File: src/rtl/stream_buffer_allocator_if.sv
// Handshake bundle between stream buffer writers/consumers and the slot allocator.
interface stream_buffer_allocator_if #(
    parameter int NUM_CLIENTS = 4,
    parameter int NUM_SLOTS   = 16,
    parameter int VADDR_W     = 64
);
    logic [NUM_CLIENTS-1:0]         req_valid;
    logic [NUM_CLIENTS-1:0]         req_ready;
    logic [VADDR_W-1:0]             grant_vaddr;
    logic                           free_valid;
    logic                           free_ready;
    logic [VADDR_W-1:0]             free_vaddr;
    logic                           drain_req;
    logic                           drain_done;
    logic [$clog2(NUM_SLOTS):0]     free_count;
    logic                           error;

    modport master (
        output req_valid, free_valid, free_vaddr, drain_req,
        input  req_ready, grant_vaddr, free_ready, drain_done, free_count, error
    );

    modport slave (
        input  req_valid, free_valid, free_vaddr, drain_req,
        output req_ready, grant_vaddr, free_ready, drain_done, free_count, error
    );
endinterface

File: src/rtl/stream_buffer_allocator.sv
// Round-robin allocator handing out fixed-size card-memory slots to stream buffer
// writers, taking them back through a free port, with a drain handshake.
module stream_buffer_allocator #(
    parameter int NUM_CLIENTS = 4,
    parameter int NUM_SLOTS   = 16,
    parameter int SLOT_BYTES  = 4096,
    parameter int VADDR_W     = 64,
    parameter logic [VADDR_W-1:0] BASE_VADDR = '0
) (
    input  logic clk,
    input  logic rst_n,
    stream_buffer_allocator_if.slave bus
);
    localparam int SLOT_W  = (NUM_SLOTS > 1) ? $clog2(NUM_SLOTS) : 1;
    localparam int CLI_W   = (NUM_CLIENTS > 1) ? $clog2(NUM_CLIENTS) : 1;
    localparam int CNT_W   = $clog2(NUM_SLOTS) + 1;
    localparam int SB_LOG2 = $clog2(SLOT_BYTES);

    typedef logic [VADDR_W-1:0] vaddress_t;
    typedef enum logic [1:0] {ST_RUN, ST_DRAIN, ST_DONE, ST_WAIT} state_t;

    logic [NUM_SLOTS-1:0]   bitmap;
    logic [NUM_SLOTS-1:0]   next_bitmap;
    logic [CNT_W-1:0]       free_cnt;
    logic [CLI_W-1:0]       rr_ptr;
    state_t                 state;
    logic                   active;
    logic                   drain_done_r;
    logic                   error_r;

    logic [CLI_W-1:0]       sel;
    logic                   sel_found;
    int                     cand;
    logic                   grant_ok;
    logic [SLOT_W-1:0]      low_idx;
    logic [NUM_CLIENTS-1:0] ready;

    vaddress_t              offset;
    vaddress_t              quot;
    logic [SLOT_W-1:0]      free_idx;
    logic                   addr_bad;
    logic                   free_fire;
    logic                   free_ok;
    logic                   free_err;

    function automatic logic [SLOT_W-1:0] first_set(input logic [NUM_SLOTS-1:0] map);
        first_set = '0;
        for (int i = NUM_SLOTS - 1; i >= 0; i--)
            if (map[i]) first_set = SLOT_W'(i);
    endfunction

    // Arbitration and slot selection, all from registered state.
    always_comb begin
        sel       = '0;
        sel_found = 1'b0;
        cand      = 0;
        for (int i = 0; i < NUM_CLIENTS; i++) begin
            cand = (int'(rr_ptr) + i) % NUM_CLIENTS;
            if (!sel_found && bus.req_valid[CLI_W'(cand)]) begin
                sel_found = 1'b1;
                sel       = CLI_W'(cand);
            end
        end
        grant_ok = active && (state == ST_RUN) && (free_cnt != '0) && sel_found;
        for (int i = 0; i < NUM_CLIENTS; i++)
            ready[i] = grant_ok && (sel == CLI_W'(i));
        low_idx = first_set(bitmap);
    end

    // Free-path decode; the index is only trusted once range and alignment pass.
    always_comb begin
        offset    = bus.free_vaddr - BASE_VADDR;
        quot      = offset >> SB_LOG2;
        free_idx  = quot[SLOT_W-1:0];
        addr_bad  = (bus.free_vaddr < BASE_VADDR)
                  || ((offset & vaddress_t'(SLOT_BYTES - 1)) != '0)
                  || (quot >= vaddress_t'(NUM_SLOTS));
        free_fire = bus.free_valid && active;
        free_ok   = free_fire && !addr_bad && !bitmap[free_idx];
        free_err  = free_fire && (addr_bad || bitmap[free_idx]);

        next_bitmap = bitmap;
        if (grant_ok) next_bitmap[low_idx]  = 1'b0;
        if (free_ok)  next_bitmap[free_idx] = 1'b1;
    end

    always_ff @(posedge clk or negedge rst_n) begin
        if (!rst_n) begin
            bitmap   <= '1;
            free_cnt <= CNT_W'(NUM_SLOTS);
            rr_ptr   <= '0;
            active   <= 1'b0;
            error_r  <= 1'b0;
        end else begin
            active <= 1'b1;
            bitmap <= next_bitmap;
            if (free_err) error_r <= 1'b1;
            case ({grant_ok, free_ok})
                2'b10:   free_cnt <= free_cnt - CNT_W'(1);
                2'b01:   free_cnt <= free_cnt + CNT_W'(1);
                default: free_cnt <= free_cnt;
            endcase
            if (grant_ok)
                rr_ptr <= (sel == CLI_W'(NUM_CLIENTS - 1)) ? '0 : sel + CLI_W'(1);
        end
    end

    // Drain sequencing: block grants until the whole pool has come back.
    always_ff @(posedge clk or negedge rst_n) begin
        if (!rst_n) begin
            state        <= ST_RUN;
            drain_done_r <= 1'b0;
        end else begin
            drain_done_r <= 1'b0;
            case (state)
                ST_RUN:   if (bus.drain_req) state <= ST_DRAIN;
                ST_DRAIN: begin
                    if (!bus.drain_req) begin
                        state <= ST_RUN;
                    end else if (free_cnt == CNT_W'(NUM_SLOTS)) begin
                        state        <= ST_DONE;
                        drain_done_r <= 1'b1;
                    end
                end
                ST_DONE:  state <= ST_WAIT;
                ST_WAIT:  if (!bus.drain_req) state <= ST_RUN;
                default:  state <= ST_RUN;
            endcase
        end
    end

    assign bus.req_ready   = ready;
    assign bus.grant_vaddr = BASE_VADDR + (vaddress_t'(low_idx) << SB_LOG2);
    assign bus.free_ready  = active;
    assign bus.drain_done  = drain_done_r;
    assign bus.free_count  = free_cnt;
    assign bus.error       = error_r;
endmodule
File: src/flat_wrapper.sv
// flat-port wrapper written by rule: the top's interface ports become plain ports
module stream_buffer_allocator_flat 
#(
    parameter int NUM_CLIENTS = 4,
    parameter int NUM_SLOTS   = 16,
    parameter int SLOT_BYTES  = 4096,
    parameter int VADDR_W     = 64,
    parameter logic [VADDR_W-1:0] BASE_VADDR = '0
)
  (clk, rst_n, bus_req_valid, bus_free_valid, bus_free_vaddr, bus_drain_req, bus_req_ready, bus_grant_vaddr, bus_free_ready, bus_drain_done, bus_free_count, bus_error);
  stream_buffer_allocator_if #(.NUM_CLIENTS(NUM_CLIENTS), .NUM_SLOTS(NUM_SLOTS), .VADDR_W(VADDR_W)) bus_i ();
  input  logic clk;
  input  logic rst_n;
  input wire logic [$bits(bus_i.req_valid)-1:0] bus_req_valid;
  input wire logic [$bits(bus_i.free_valid)-1:0] bus_free_valid;
  input wire logic [$bits(bus_i.free_vaddr)-1:0] bus_free_vaddr;
  input wire logic [$bits(bus_i.drain_req)-1:0] bus_drain_req;
  output wire logic [$bits(bus_i.req_ready)-1:0] bus_req_ready;
  output wire logic [$bits(bus_i.grant_vaddr)-1:0] bus_grant_vaddr;
  output wire logic [$bits(bus_i.free_ready)-1:0] bus_free_ready;
  output wire logic [$bits(bus_i.drain_done)-1:0] bus_drain_done;
  output wire logic [$bits(bus_i.free_count)-1:0] bus_free_count;
  output wire logic [$bits(bus_i.error)-1:0] bus_error;
  assign bus_i.req_valid = bus_req_valid;
  assign bus_i.free_valid = bus_free_valid;
  assign bus_i.free_vaddr = bus_free_vaddr;
  assign bus_i.drain_req = bus_drain_req;
  assign bus_req_ready = bus_i.req_ready;
  assign bus_grant_vaddr = bus_i.grant_vaddr;
  assign bus_free_ready = bus_i.free_ready;
  assign bus_drain_done = bus_i.drain_done;
  assign bus_free_count = bus_i.free_count;
  assign bus_error = bus_i.error;
  stream_buffer_allocator #(.NUM_CLIENTS(NUM_CLIENTS), .NUM_SLOTS(NUM_SLOTS), .SLOT_BYTES(SLOT_BYTES), .VADDR_W(VADDR_W), .BASE_VADDR(BASE_VADDR)) u_core (.clk(clk), .rst_n(rst_n), .bus(bus_i));
endmodule
File: config.mk
export PLATFORM = sky130hd
export DESIGN_NAME = stream_buffer_allocator_flat
export DESIGN_NICKNAME = d
export VERILOG_FILES = /design/src/rtl/stream_buffer_allocator_if.sv /design/src/rtl/stream_buffer_allocator.sv /design/src/flat_wrapper.sv
export SDC_FILE = /design/constraint.sdc
export NUM_CORES = 1
export LEC_CHECK = 0
export CAP_MARGIN = 20
export CORE_MARGIN = 3
export CORE_UTILIZATION = 39
export DETAILED_ROUTE_END_ITERATION = 7
export GPL_TIMING_DRIVEN = 1
export PLACE_DENSITY = 0.78
export SLEW_MARGIN = 40
export SYNTH_ARGS = -nofsm -noshare
export SYNTH_HDL_FRONTEND = slang
export SYNTH_SLANG_ARGS = --single-unit
File: constraint.sdc
create_clock -name clk -period 2.9 [get_ports clk]
set_clock_uncertainty 0.05 [all_clocks]
set_input_delay 0.87 -clock clk [delete_from_list [all_inputs] [get_ports clk]]
set_output_delay 0.87 -clock clk [all_outputs]
set_load 0.02 [all_outputs]
==> results.md, run 1 <==
* Status: complete, but fails checks
* Failing checks: negative setup slack
* CP arrival at 3290 ps
* Synthesis-to-finish area growth at 57.2%
* Port Buffers at 87
* Core Region at 6130 um2
* Final Net Count at 530
* Unrepaired setup endpoints after global routing: yes
* Max-slew violations at 0
* CP endpoint kind: flip-flop
* Maximum vdd drop at 434 uV
* Pwr/cell area at 675 nW/um2
* EDFF count, synth at 0
* Flops & latches, synth at 28
* Leading area contributor after synthesis: buf_4
* H-tree levels at 1
* CTS Buffer Depth at 2
* I/O Pins at 148
* Ys async rst share at 100%
* Syn avg cell area at 8.80 um2
* Worst-Skew Late Latency at 280 ps
* Post-Layout Cell Count at 523
* # diodes at 0
* Lkg Pwr at 0.00181 uW
* Dpl hpwl at 6.01 mm
* Power Internal at 1550 uW
* Initial DRC count at 153
* Sink Count at 28
* Unique masters post-synth at 61
* Register Area at 722 um2
* Synth top area share at 17.8%
* Placement Cell Area at 3680 um2
* Mapped Cells at 292
* FF-to-FF setup slack at 40 ps
* Synth area leaders: buf_4, dfstp_2, dfrtp_1, nor4_1, ha_1
* WS Path Type: input pin to flip-flop
* DP Cell Count at 493
* CP max FO at 4
* Net switching power at 1180 uW
* Root Buffer: clkbuf_8
* FILL cells at 475
* Least-Margin Pin Slew at 704 ps
* Comb pwr share at 64.5%
* Number of global-route vias before repair at 2873
* Routed wire per std cell at 16.3 um
* Fin. Hold Viols at 0
* Total number of vias at 2717
* Initial core utilization at 41.9%
* Hold Path Class: flip-flop to flip-flop
* Rows at 28
* Die width at 87.2 um
* Switch share at 43.2%
* Initial antenna violation count at 0
* Die H at 87.2 um
* TritonRoute pass-1 iters at 4
* Multi-input logic area at 1810 um2
* WL final at 8.51 mm
* Seq/Total Area, Yosys at 28.1%
* Antenna viol nets, final at 0
* Setup violations, final at 3
* Yosys warns at 0
* Total congestion overflow at 0
* Power after layout at 2730 uW
* Layout cells sized above 1 at 46.0%
* Largest net degree at the start of global routing at 29
* GRT Total Usage at 22.3%
* Via density at 5.20
* Top_reg_cell synth: dfstp_2
* Placer congestion estimate at 0.925
* Worst relative slew slack at 53.0%
* Cell Area, Synth at 2570 um2
* Max Clk Rate at 0.320 GHz
* Data required, critical path at 3060 ps
* Max cap viols at 0
* Seq pwr share at 24.1%
* Fin crit period at 3130 ps
* Clock Power Share at 11.4%
* CTS buffer count at 3
* Final Cell Area at 4040 um2
* Final period util at 108%
* Clk slew on worst S/H paths at 100 ps
* DRC Markers at 0
* Final core occ at 65.9%
* First-pass GRT wire length at 13.4 mm
* Worst setup margin at -226 ps
* Die area at 7600 um2
* Min Hold Slack at 431 ps
* CTS tree: built
* Crit path launch type: input pin
## repair_timing
| action | CTS | global route |
|---|---|---|
| setup buffers | 32 | 5 |
| hold buffers | 0 | 0 |
| cloned | 1 | 0 |
| endpoints found under the setup margin | 13 | 28 |
| gates resized for setup | 278 | 27 |
| pin swaps | 29 | 24 |
## cells in the final DEF (no fill, tap or decap), drive strengths merged, types with 5 or more instances in the layout
cell type      count
dfrtp             11
o41ai              5
and2               9
a21oi             10
inv               19
nor2              13
dfstp             17
mux2i              5
clkdlybuf4s50     12
buf              121
nand4              7
o21ai             19
nand3              5
clkbuf             6
dlygate4sd2        6
conb              61
nand2             14
clkdlybuf4s15     17
nor4              24
ha                 8
## per-layer routing
metal	share of wire, %	GRT usage [%]
met1	38	25.9
met2	53	42.1
met3	7.2	1.99
met4	1.8	8.09
met5	0	0
## flip-flops by register name (all words and copies together), names as in the netlist, named ones only
name	count
u_core.bitmap	16
u_core.bus.drain_done	1
u_core.bus.error	1
u_core.bus.free_count	5
u_core.bus.free_ready	1
u_core.rr_ptr	2
u_core.state	1
## stage by stage
step | worst slack (ps) | TNS (ps)
finish | -226 | -494
global route | -428 | -1160
CTS | -166 | -322
detailed placement | -904 | -7150
global placement | -849 | -6720
floorplan | -288 | -513
## synthesized netlist by cell type (3+ instances only)
| master | count |
|---|---|
| o21ai_0 | 7 |
| nand4_1 | 6 |
| dfstp_2 | 17 |
| ha_1 | 8 |
| nor2_1 | 13 |
| and2_1 | 9 |
| inv_2 | 3 |
| a21o_1 | 3 |
| mux2i_1 | 5 |
| xnor2_1 | 4 |
| inv_1 | 15 |
| o21ai_1 | 11 |
| nand3_1 | 5 |
| buf_4 | 61 |
| nand2_1 | 14 |
| o41ai_1 | 5 |
| a2111oi_2 | 4 |
| dfrtp_1 | 11 |
| nor4_1 | 23 |
| a211oi_1 | 4 |
| o31ai_1 | 3 |
| nand2b_1 | 4 |
| a21oi_1 | 10 |
| o22ai_1 | 4 |
## worst paths after layout
check                                             start  cells past startpoint                                    to
setup reg to reg             u_core.bitmap[7]$_DFF_PN1_                     14  u_core.bus.free_count[4]$_DFFE_PN1P_
min in group asynchronous                         rst_n                      2       u_core.bus.free_ready$_DFF_PN0_
setup / recovery                     bus_free_vaddr[45]                     15  u_core.bus.free_count[4]$_DFFE_PN1P_
hold / removal             u_core.bus.error$_DFFE_PN0P_                      1          u_core.bus.error$_DFFE_PN0P_
max in group asynchronous                         rst_n                      2            u_core.bitmap[7]$_DFF_PN1_
hold reg to reg            u_core.bus.error$_DFFE_PN0P_                      1          u_core.bus.error$_DFFE_PN0P_
## power groups by stage
stage	registers [uW]	clock network [uW]	logic, uW
floorplan	692	0	902
global route	670	327	1930
detailed placement	650	0	1600
CTS	650	311	1680
global placement	645	0	1560
finish	658	312	1760
## layout make-up
class	count	share of cell area (%)
clock buffer	3	1.02
sequential	28	17.9
inverter	19	1.89
multi-input combinational	238	44.9
clock inverter	1	0.743
tap	75	2.32
timing repair buffer	159	31.3
## cells by family (layout without fill, tap and decap cells)
| kind of cell | after synthesis | after routing | synth area share (%) |
|---|---|---|---|
| flops | 28 | 28 | 28.1 |
| compound gates | 68 | 68 | 19.5 |
| buf+inv | 85 | 182 | 22.1 |
| simple gates | 87 | 87 | 19.9 |
| mux | 8 | 8 | 3.70 |
| other cells | 2 | 61 | 0.292 |
| fa+ha+maj | 9 | 9 | 4.68 |
| xor+xnor | 5 | 5 | 1.70 |
## worst max-delay path, cell delays in order
cell and delay (ps):
buf_2 120, nor4_4 270, nand4_1 180, nor4_2 320, o221ai_2 160, nor2_1 120
ha_2 210, inv_4 50, buf_4 140, ha_4 210, a21o_1 190, a21oi_2 150
xnor2_1 120, nor2_1 60, xnor2_1 130
Note: power is estimated with default switching activity, not from simulation.
==> run 2: changes to the inputs <==
Settings changed: RECOVER_POWER set to 100.
==> run 2 against run 1 <==
Effect of this change: the flow finishes with violations (max-capacitance violations, max-slew violations, negative setup slack); wire length about the same; worst setup slack about the same; clock power about the same; cell count unchanged; sequential power about the same; register-to-register slack about the same; largest power group unchanged.
==> results.md, run 2 (same netlist as run 1, synthesis figures left out) <==
* Commonest non-fill, non-tap cells in the layout: buf_4, conb_1, buf_2
* Dpl hpwl at 6.01 mm (unchanged)
* Status: complete, but fails checks
* Fin. Hold Viols at 0 (unchanged)
* Largest Register: u_core.bitmap
* TritonRoute pass-1 iters at 4 (unchanged)
* Hold Path Class: flip-flop to flip-flop
* Unrepaired setup endpoints after global routing: yes
* Die H at 87.2 um (unchanged)
* Worst-Skew Late Latency at 280 ps (about the same)
* Max cap viols at 1 (+1)
* Post-Layout Cell Count at 523 (unchanged)
* Routed wire per std cell at 16.3 um (about the same)
* Initial DRC count at 153 (unchanged)
* Data required, critical path at 3060 ps (about the same)
* FF-to-FF setup slack at 40 ps (about the same)
* Max FFs per register at 16 (unchanged)
* Die width at 87.2 um (unchanged)
* Antenna viol nets, final at 0 (unchanged)
* H-tree levels at 1 (unchanged)
* Die area at 7600 um2 (unchanged)
* WL final at 8.52 mm (about the same)
* Commonest non-fill, non-tap cell in the layout: buf_4
* # diodes at 0 (unchanged)
* DP Cell Count at 493 (unchanged)
* Port Buffers at 87 (unchanged)
* Worst relative slew slack at -3.34% (-56 points)
* Setup violations, final at 3 (unchanged)
* Total congestion overflow at 0 (unchanged)
* Core Region at 6130 um2 (unchanged)
* WS Path Type: input pin to flip-flop
* CTS buffer count at 3 (unchanged)
* Initial antenna violation count at 0 (unchanged)
* Max Clk Rate at 0.320 GHz (about the same)
* GRT Total Usage at 22.3% (unchanged)
* Pwr/cell area at 675 nW/um2 (about the same)
* Max-slew violations at 29 (+29)
* Number of global-route vias before repair at 2873 (unchanged)
* Least-Margin Pin Slew at 1550 ps (+847 ps)
* Final Net Count at 530 (unchanged)
* Largest net degree at the start of global routing at 29 (unchanged)
* First-pass GRT wire length at 13.4 mm (unchanged)
* Final period util at 108% (about the same)
* CP max FO at 4 (unchanged)
* Lkg Pwr at 0.00180 uW (-0.39%)
* Cts hold-fix bufs at 0 (unchanged)
* Layout cells sized above 1 at 45.5% (-0.45 points)
* Worst setup margin at -226 ps (-0.0300 ps)
* Root Buffer: clkbuf_8
* CP arrival at 3290 ps (about the same)
* Maximum vdd drop at 433 uV (about the same)
* Failing checks: max-capacitance violations, max-slew violations, negative setup slack
* CP endpoint kind: flip-flop
* Rows at 28 (unchanged)
* CTS tree: built
* Total number of vias at 2716 (-0.037%)
* Crit path launch type: input pin
* Clk slew on worst S/H paths at 100 ps (about the same)
* Synthesis-to-finish area growth at 56.9%
* DRC Markers at 0 (unchanged)
* Fin crit period at 3130 ps (+0.0300 ps)
* Sink Count at 28 (unchanged)
* Power after layout at 2720 uW (-0.17%)
* Via density at 5.19 (about the same)
* Placer congestion estimate at 0.925 (unchanged)
* Initial core utilization at 41.9% (unchanged)
* I/O Pins at 148 (unchanged)
* CTS Buffer Depth at 2 (unchanged)
## run 2: routing by layer
layer / routed length, um / vias up / global-route usage (%)
met4: 151 / 0 / 8.09
met3: 622 / 12 / 1.99
met2: 4550 / 143 / 42.1
li1: - / 1259 / -
met5: 0 / - / 0
met1: 3200 / 1302 / 25.9
## run 2: worst max-delay path, stage by stage
cell      delay, ps
buf_2           120
nor4_4          270
nand4_1         180
nor4_2          320
o221ai_2        160
nor2_1          120
ha_2            210
inv_4            50
buf_4           140
ha_4            210
a21o_1          190
a21oi_2         150
xnor2_1         120
nor2_1           60
xnor2_1         130
## run 2: final timing paths
kind	endpoint	start	depth (start not counted)
min in group asynchronous	u_core.bus.free_ready$_DFF_PN0_	rst_n	2
max	u_core.bus.free_count[4]$_DFFE_PN1P_	bus_free_vaddr[45]	15
min reg2reg	u_core.bus.error$_DFFE_PN0P_	u_core.bus.error$_DFFE_PN0P_	1
min	u_core.bus.error$_DFFE_PN0P_	u_core.bus.error$_DFFE_PN0P_	1
max reg2reg	u_core.bus.free_count[4]$_DFFE_PN1P_	u_core.bitmap[7]$_DFF_PN1_	14
max in group asynchronous	u_core.rr_ptr[0]$_DFFE_PN0P_	rst_n	2
## run 2: cell type report
cell class | count | area, um2
multi-input cells | 238 | 1810
fillers | 477 | 2100
clock buffers | 3 | 41.3
clock inverters | 1 | 30.0
flip-flops and latches | 28 | 722
repair buffers | 159 | 1250
well taps | 75 | 93.8
inverters | 19 | 76.3
## run 2: per-stage QoR
step / TNS, ps / hold slack, ps / setup slack (ps) / instance area (um2) / util, %
CTS: -322 / 431 / -166 / 4000 / 65.3
detailed placement: -7150 / 403 / -904 / 3680 / 60.0
global route: -1160 / 452 / -428 / 4030 / 65.8
global placement: -6720 / 408 / -849 / 3680 / 60.0
finish: -494 / 431 / -226 / 4030 / 65.8
floorplan: -513 / 399 / -288 / 2860 / -
## run 2: timing repair
| action | in CTS | in global routing |
|---|---|---|
| pin swaps | 29 | 24 |
| gates resized for setup | 278 | 27 |
| gates cloned | 1 | 0 |
| setup endpoints to repair | 13 | 28 |
| setup buffers | 32 | 5 |
## run 2: report_power, final
group          switching [uW]  leakage [uW]  total, uW  internal [uW]
clock network             127     0.0000357        312            185
logic                     925       0.00146       1750            828
registers                 126      0.000308        657            532
total                    1180       0.00180       2720           1540
==> run 3: changes to the inputs <==
Settings changed: GPL_ROUTABILITY_DRIVEN set to 0, GPL_TIMING_DRIVEN 1 to unset, SKIP_CTS_REPAIR_TIMING set to 1.
==> run 3 against run 2 <==
Effect of this change: the run still ends with max-capacitance violations, max-slew violations, negative setup slack left; wire length decreased by 4.5%; sequential power is 2% lower; register-to-register slack better by 90 ps; first-iteration DRC count rose by 75%; critical endpoint unchanged.
==> results.md, run 3 (same netlist as run 1, synthesis figures left out) <==
* Status: complete, but fails checks
* Failing checks: max-capacitance violations, max-slew violations, negative setup slack
* Port Buffers at 87 (unchanged)
* Placement Cell Area at 3680 um2 (unchanged)
* CP arrival at 3310 ps (+20 ps)
* CP max FO at 4 (unchanged)
* Clk slew on worst S/H paths at 100 ps (about the same)
* Synthesis-to-finish area growth at 56.1%
* Via density at 5.28 (+1.6%)
* Die width at 87.2 um (unchanged)
* WL final at 8.13 mm (-4.5%)
* Fin crit period at 3150 ps (+25.3 ps)
* Total number of vias at 2670 (-1.7%)
* Maximum vdd drop at 422 uV (-2.6%)
* Total congestion overflow at 0 (unchanged)
* Commonest non-fill, non-tap cells in the layout: conb_1, buf_4, dlymetal6s2s_1
* WS Path Type: input pin to flip-flop
* Number of global-route vias before repair at 2577 (-10%)
* First-pass GRT wire length at 11.6 mm (-13%)
* Placement Setup Slack at -896 ps (+8.08 ps)
* Hold Path Class: flip-flop to flip-flop
* Initial DRC count at 267 (+75%)
* Pwr/cell area at 664 nW/um2 (-1.7%)
* Fin. Hold Viols at 0 (unchanged)
* Data required, critical path at 3060 ps (about the same)
* Max-slew violations at 29 (unchanged)
* Antenna viol nets, final at 0 (unchanged)
* CTS Buffer Depth at 2 (unchanged)
* H-tree levels at 1 (unchanged)
* Dpl hpwl at 6.00 mm (-0.24%)
* Final core occ at 65.4% (-0.37 points)
* CTS buffer count at 3 (unchanged)
* Sink Count at 28 (unchanged)
* Final period util at 109% (+0.87 points)
* Worst setup margin at -251 ps (-25.3 ps)
* Crit-path cells: dlymetal6s2s_1 -> mux4_2 -> o21ai_4 -> o221ai_2 -> nor2_1 -> ha_2 -> inv_2 -> fa_2 -> a21o_1 -> a21oi_2 -> xnor2_1 -> nor2_1 -> xnor2_1
* Initial antenna violation count at 0 (unchanged)
* Worst relative slew slack at -2.90% (+0.44 points)
* Largest net degree at the start of global routing at 29 (unchanged)
* CTS tree: built
* CP max stage delay at 560 ps (+240 ps)
* Worst-Skew Late Latency at 270 ps (about the same)
* Root Buffer: clkbuf_8
* Largest Register: u_core.bitmap
* DRC Markers at 0 (unchanged)
* Unrepaired setup endpoints after global routing: yes
* Setup violations, final at 8 (+5)
* Max FFs per register at 16 (unchanged)
* Rows at 28 (unchanged)
* FILL cells at 457 (-4.2%)
* Die area at 7600 um2 (unchanged)
* I/O Pins at 148 (unchanged)
* GRT Total Usage at 18.8% (-3.5 points)
* Commonest non-fill, non-tap cell in the layout: conb_1
* Layout cells sized above 1 at 37.1% (-8.4 points)
* Lkg Pwr at 0.00205 uW (+14%)
* Crit path launch type: input pin
* Least-Margin Pin Slew at 1540 ps (-6.58 ps)
* Routed wire per std cell at 16.1 um (-1.3%)
* CP endpoint kind: flip-flop
* Core Region at 6130 um2 (unchanged)
* Final Net Count at 513 (-3.2%)
* Max Clk Rate at 0.317 GHz (-0.80%)
* Initial core utilization at 41.9% (unchanged)
* # diodes at 0 (unchanged)
* TritonRoute pass-1 iters at 4 (unchanged)
* Final Cell Area at 4010 um2 (-0.56%)
* Die H at 87.2 um (unchanged)
* Power after layout at 2660 uW (-2.3%)
* Max cap viols at 1 (unchanged)
* CP max stage cell: mux4_2
-- run 3: where the power goes --
group	leakage (uW)	internal, uW	switching [uW]
registers	0.000308	532	112
clock network	0.0000357	185	124
logic	0.00171	799	910
total	0.00205	1520	1150
-- run 3: area by class of cell --
class	instances	area (um2)	area share, %
flip-flops and latches	28	722	18.0
clock inverters	1	30.0	0.749
clock buffers	3	41.3	1.03
multi-input cells	238	1770	44.2
inverters	19	73.8	1.84
well taps	75	93.8	2.34
repair buffers	142	1280	31.9
-- run 3: worst paths after layout --
| path | to | depth (start not counted) | slack [ps] | from |
|---|---|---|---|---|
| setup / recovery | u_core.bus.free_count[4]$_DFFE_PN1P_ | 13 | -250 | bus_free_vaddr[12] |
| min in group asynchronous | u_core.rr_ptr[1]$_DFFE_PN0P_ | 2 | 1460 | rst_n |
| hold / removal | u_core.bus.error$_DFFE_PN0P_ | 1 | 440 | u_core.bus.error$_DFFE_PN0P_ |
| max in group asynchronous | u_core.bus.error$_DFFE_PN0P_ | 2 | 460 | rst_n |
| setup reg to reg | u_core.bus.free_count[4]$_DFFE_PN1P_ | 12 | 130 | u_core.bitmap[7]$_DFF_PN1_ |
| hold reg to reg | u_core.bus.error$_DFFE_PN0P_ | 1 | 440 | u_core.bus.error$_DFFE_PN0P_ |
-- run 3: layer usage --
layer | track usage, % | wire length, um | vias to the layer above
met5 | 0 | 0 | -
met4 | 6.42 | 165 | 0
met3 | 3.22 | 746 | 18
met2 | 33.4 | 4190 | 178
met1 | 22.9 | 3030 | 1248
li1 | - | - | 1226
-- run 3: through the flow --
step / setup TNS (ps) / hold slack (ps) / std cells
after floorplan: -513 / 399 / 351
after global placement: -6560 / 406 / 493
after detailed placement: -7660 / 404 / 493
after CTS: -6380 / 431 / 497
after global routing: -2060 / 460 / 506
final: -860 / 443 / 506
-- run 3: critical path: cells and delay by family --
family,cells,cell delay [ps]
and+or+nand+nor,2,210
buffers and inverters,2,210
adders and majority gates,2,570
AOI/OAI and AO/OA,4,610
xor gates and xnor gates,2,260
muxes,1,560
==> RTL change 1, RTL diff (settings of run 3) <==
The 4 states of `state_t` get a one-hot encoding in 4 bits.
--- a/src/rtl/stream_buffer_allocator.sv
+++ b/src/rtl/stream_buffer_allocator.sv
@@ -19,3 +19,3 @@
     typedef logic [VADDR_W-1:0] vaddress_t;
-    typedef enum logic [1:0] {ST_RUN, ST_DRAIN, ST_DONE, ST_WAIT} state_t;
+    typedef enum logic [3:0] {ST_RUN = 4'b0001, ST_DRAIN = 4'b0010, ST_DONE = 4'b0100, ST_WAIT = 4'b1000} state_t;
 
Check against the original RTL: same outputs for any inputs over 4 cycles, from zero or initial values and one cycle with rst_n low; so few cycles prove little.
==> RTL change 1 against run 3 <==
- the run still ends with max-capacitance violations, max-slew violations, negative setup slack left
- worst hold slack worse by 32 ps
- worst setup slack got worse by 78 ps
- utilization grew 0.69 points
- power decreased by 18%
- sequential cell count increased by 2
- cell area grew 6.5%
- synthesized cell count unchanged
- synthesized area up 2.3%
- routed wire length increased by 4.5%
- critical endpoint unchanged
- largest power group unchanged
==> RTL change 1: results (changes against run 3) <==
layout cell share with drive strength beyond 1=0.3793 (+0.008081); CP max FO=3 (-1); clock buffer count from CTS=5 (+2); total track usage=0.1928 (+0.004606); Max Slew Vio Count=31 (+6.9%); GRT met2 Usage=0.3384 (+0.004333); Comb pwr share=0.587 (-0.055); Nets=515 (+0.39%); Power Internal=0.001301 W (-14%); r2r startpoint=u_core.bitmap[11]$_DFF_PN1_; Setup WS pre-CTS=-1092 ps (-196.3 ps); Clk pin slew, worst setup/hold paths=60 ps (-40 ps); TNS Setup=-870.2 ps (-10.45 ps); Crit path largest cell delay=360 ps (-200 ps); synth unique cells=60 (-1.6%); CP max-delay cell=fa_2; pin count of the biggest net entering global routing=31 (+6.9%); register area=773.2 sq um (+7.1%); sequential power=0.000557 W (-14%); Detailed Route Iter0 Violations=305 (+14%); WP data arrival=3400 ps (+90 ps); final setup margin=-329.4 ps (-78.01 ps); status=complete, but fails checks; H-tree Lvls=2 (+1); synth cell count leaders=buf_4 (60), nor4_1 (21), nor2_1 (20); failing checks=max-capacitance violations, max-slew violations, negative setup slack; met1 Usage GRT=0.2168 (-0.01194); Setup crit start=bus_free_vaddr[36]; Peak VDD IR=0.5336 mV (+26%); MaxCap Viol Count=1 (unchanged); met3 routed WL=948 um (+27%); reg2reg setup slack=-50 ps (-180 ps); final setup vio count=5 (-3)
-- RTL change 1: cell types whose count changed after synthesis, moves of 5 or more --
cell and delta:
a21oi_1 -5, nor2_1 +7, o21ai_0 +5, inv_1 -7, o31ai_1 +8, and2_1 -6
-- RTL change 1: area by class of cell --
type                            instances  area share
Multi-Input combinational cell        248      0.4524
Timing Repair Buffer                  140      0.3137
Sequential cell                        30      0.1812
Tap cell                               77     0.02257
Clock buffer                            8     0.02111
Inverter                                9    0.009088
-- RTL change 1: through the flow --
step,hold slack [ps],total power [W],instances
5_1_grt,452.4,0.002349,512
2_1_floorplan,418.0,0.001201,351
3_5_place_dp,418.1,0.001634,495
4_1_cts,432.4,0.001998,503
6_report,411.9,0.002192,512
3_3_place_gp,408.3,0.001608,495
-- RTL change 1: cells by family after synthesis --
family,count (synthesis),share of synthesized area
simple gates,99,0.2113
buf+inv,73,0.1994
compound gates,65,0.1809
flops,30,0.2941
fa+ha+maj,9,0.04569
mux,8,0.04569
xor+xnor,6,0.01999
other cells,2,0.002857
==> RTL change 2, RTL diff (config.mk and constraints of run 3) <==
Without the edit above. `NUM_CLIENTS` is set to 4 in 3 places; all go to 8.
--- a/src/rtl/stream_buffer_allocator_if.sv
+++ b/src/rtl/stream_buffer_allocator_if.sv
@@ -2,3 +2,3 @@
 interface stream_buffer_allocator_if #(
-    parameter int NUM_CLIENTS = 4,
+    parameter int NUM_CLIENTS = 8,
     parameter int NUM_SLOTS   = 16,
--- a/src/rtl/stream_buffer_allocator.sv
+++ b/src/rtl/stream_buffer_allocator.sv
@@ -3,3 +3,3 @@
 module stream_buffer_allocator #(
-    parameter int NUM_CLIENTS = 4,
+    parameter int NUM_CLIENTS = 8,
     parameter int NUM_SLOTS   = 16,
--- a/src/flat_wrapper.sv
+++ b/src/flat_wrapper.sv
@@ -3,3 +3,3 @@
 #(
-    parameter int NUM_CLIENTS = 4,
+    parameter int NUM_CLIENTS = 8,
     parameter int NUM_SLOTS   = 16,
Ports: changed (resized bus_req_ready and bus_req_valid); port bits go from 148 to 156. The function was not compared with the original's and may differ.
==> RTL change 2 against run 3 <==
- the flow still finishes with violations (max-capacitance violations, max-slew violations, negative setup slack)
- worst hold slack better by 10 ps
- final cell count increased by 34%
- cell area grew 34%
- synthesized area increased by 32%
- sequential share of layout area decreased by 4.1 points
- critical path type is now reg2out
- routed wire length is 28% higher
- sequential cell count is 1 higher
- worst setup slack got worse by 1100 ps
Power is left out: it rests on default switching activity, and per cell area and clock period it moved more than threefold.
==> RTL change 2: results (changes against run 3) <==
post-synthesis sequential area ratio=0.2200 (-0.06108); WP data arrival=3350 ps (+40 ps); pin count of the biggest net entering global routing=30 (+3.4%); DR pass1 iterations=4 (unchanged); layout cell share with drive strength beyond 1=0.3826 (+0.01138); status=complete, but fails checks; vias in the first global route=3522 (+37%); reg2reg setup slack=-1140 ps (-1270 ps); Via Count=3609 (+35%); r2r worst-path depth=17 (+5); post-DP HPWL=8.238 mm (+37%); Clk pin slew, worst setup/hold paths=60 ps (-40 ps); Detailed Route Iter0 Violations=162 (-39%); H-tree Lvls=2 (+1); final setup vio count=32 (+24); Setup crit start=u_core.rr_ptr[0]$_DFFE_PN0N_; MaxCap Viol Count=1 (unchanged); final setup margin=-1372 ps (-1121 ps); max_slew headroom=-0.07396 (-0.04491); failing checks=max-capacitance violations, max-slew violations, negative setup slack; # fillers=698 (+53%); final wirelength=10.44 mm (+28%); first-pass GRT wire length=15.68 mm (+35%); CP max FO=8 (+4); Max Slew Vio Count=30 (+3.4%); Nets=663 (+29%); synth cell count leaders=buf_4 (60), nand2_1 (38), nor2_1 (27); synth unique cells=64 (+4.9%); Post-Place Cell Area=4999 sq um (+36%)
-- RTL change 2: changes by cell type in the layout (fill, tap and decap cells not counted), sizes merged, moves of 17 or more --
cell,run 3,this run
clkdlybuf4s50,10,63
clkbuf,28,11
dlymetal6s2s,43,9
nand2,14,38
buf,62,107
-- RTL change 2: cell type report --
class                      count  area share
inverter                      16     0.01445
clock inverter                 1   0.0009320
multi-input combinational    328      0.4823
clock buffer                   7     0.01794
tap                          105     0.02446
timing repair buffer         194      0.3206
sequential                    29      0.1393
-- RTL change 2: metal layers --
layer  global-route usage  wire (um)
met5                    0          0
met4              0.06513        191
met3              0.02805        725
met2               0.3585       5629
met1               0.2249       3896
-- RTL change 2: worst max-delay path, cell delays in order, from the launching register on --
cell	delay (ps)
dfrtp_2	430
clkinv_8	60
ha_4	340
mux4_2	620
a2111oi_4	390
nand3_2	150
a21o_1	210
buf_4	150
a31oi_4	220
inv_2	90
ha_4	160
and2_4	130
buf_6	120
-- RTL change 2: how the worst max path moves through the flow --
stage | end | slack (ps)
2_1_floorplan | bus_req_ready[7] | -1040
3_3_place_gp | bus_req_ready[7] | -2030
3_5_place_dp | bus_req_ready[7] | -2130
4_1_cts | bus_req_ready[7] | -2130
5_1_grt | bus_req_ready[7] | -1510
6_report | bus_req_ready[3] | -1370
-- RTL change 2: cell families (layout without fill, tap and decap cells) --
| kind of cell | after synthesis | after routing | share of synthesized area |
|---|---|---|---|
| AOI/OAI and AO/OA | 82 | 82 | 0.1839 |
| xor gates and xnor gates | 8 | 8 | 0.02063 |
| adders and majority gates | 13 | 13 | 0.05011 |
| buffers and inverters | 92 | 218 | 0.1754 |
| DFF | 29 | 29 | 0.2200 |
| muxes | 28 | 28 | 0.1396 |
| other | 2 | 61 | 0.002212 |
| and+or+nand+nor | 136 | 136 | 0.2082 |
-- RTL change 2: through the flow --
step                instances  setup WS (ps)  setup TNS, ps  hold WS (ps)
finish                    680          -1372         -20630         453.6
global route              680          -1509         -24340         486.6
CTS                       670          -2134         -33770         461.8
detailed placement        662          -2132         -39930         447.8
global placement          662          -2025         -36690         429.2
floorplan                 449          -1035         -11810         368.5
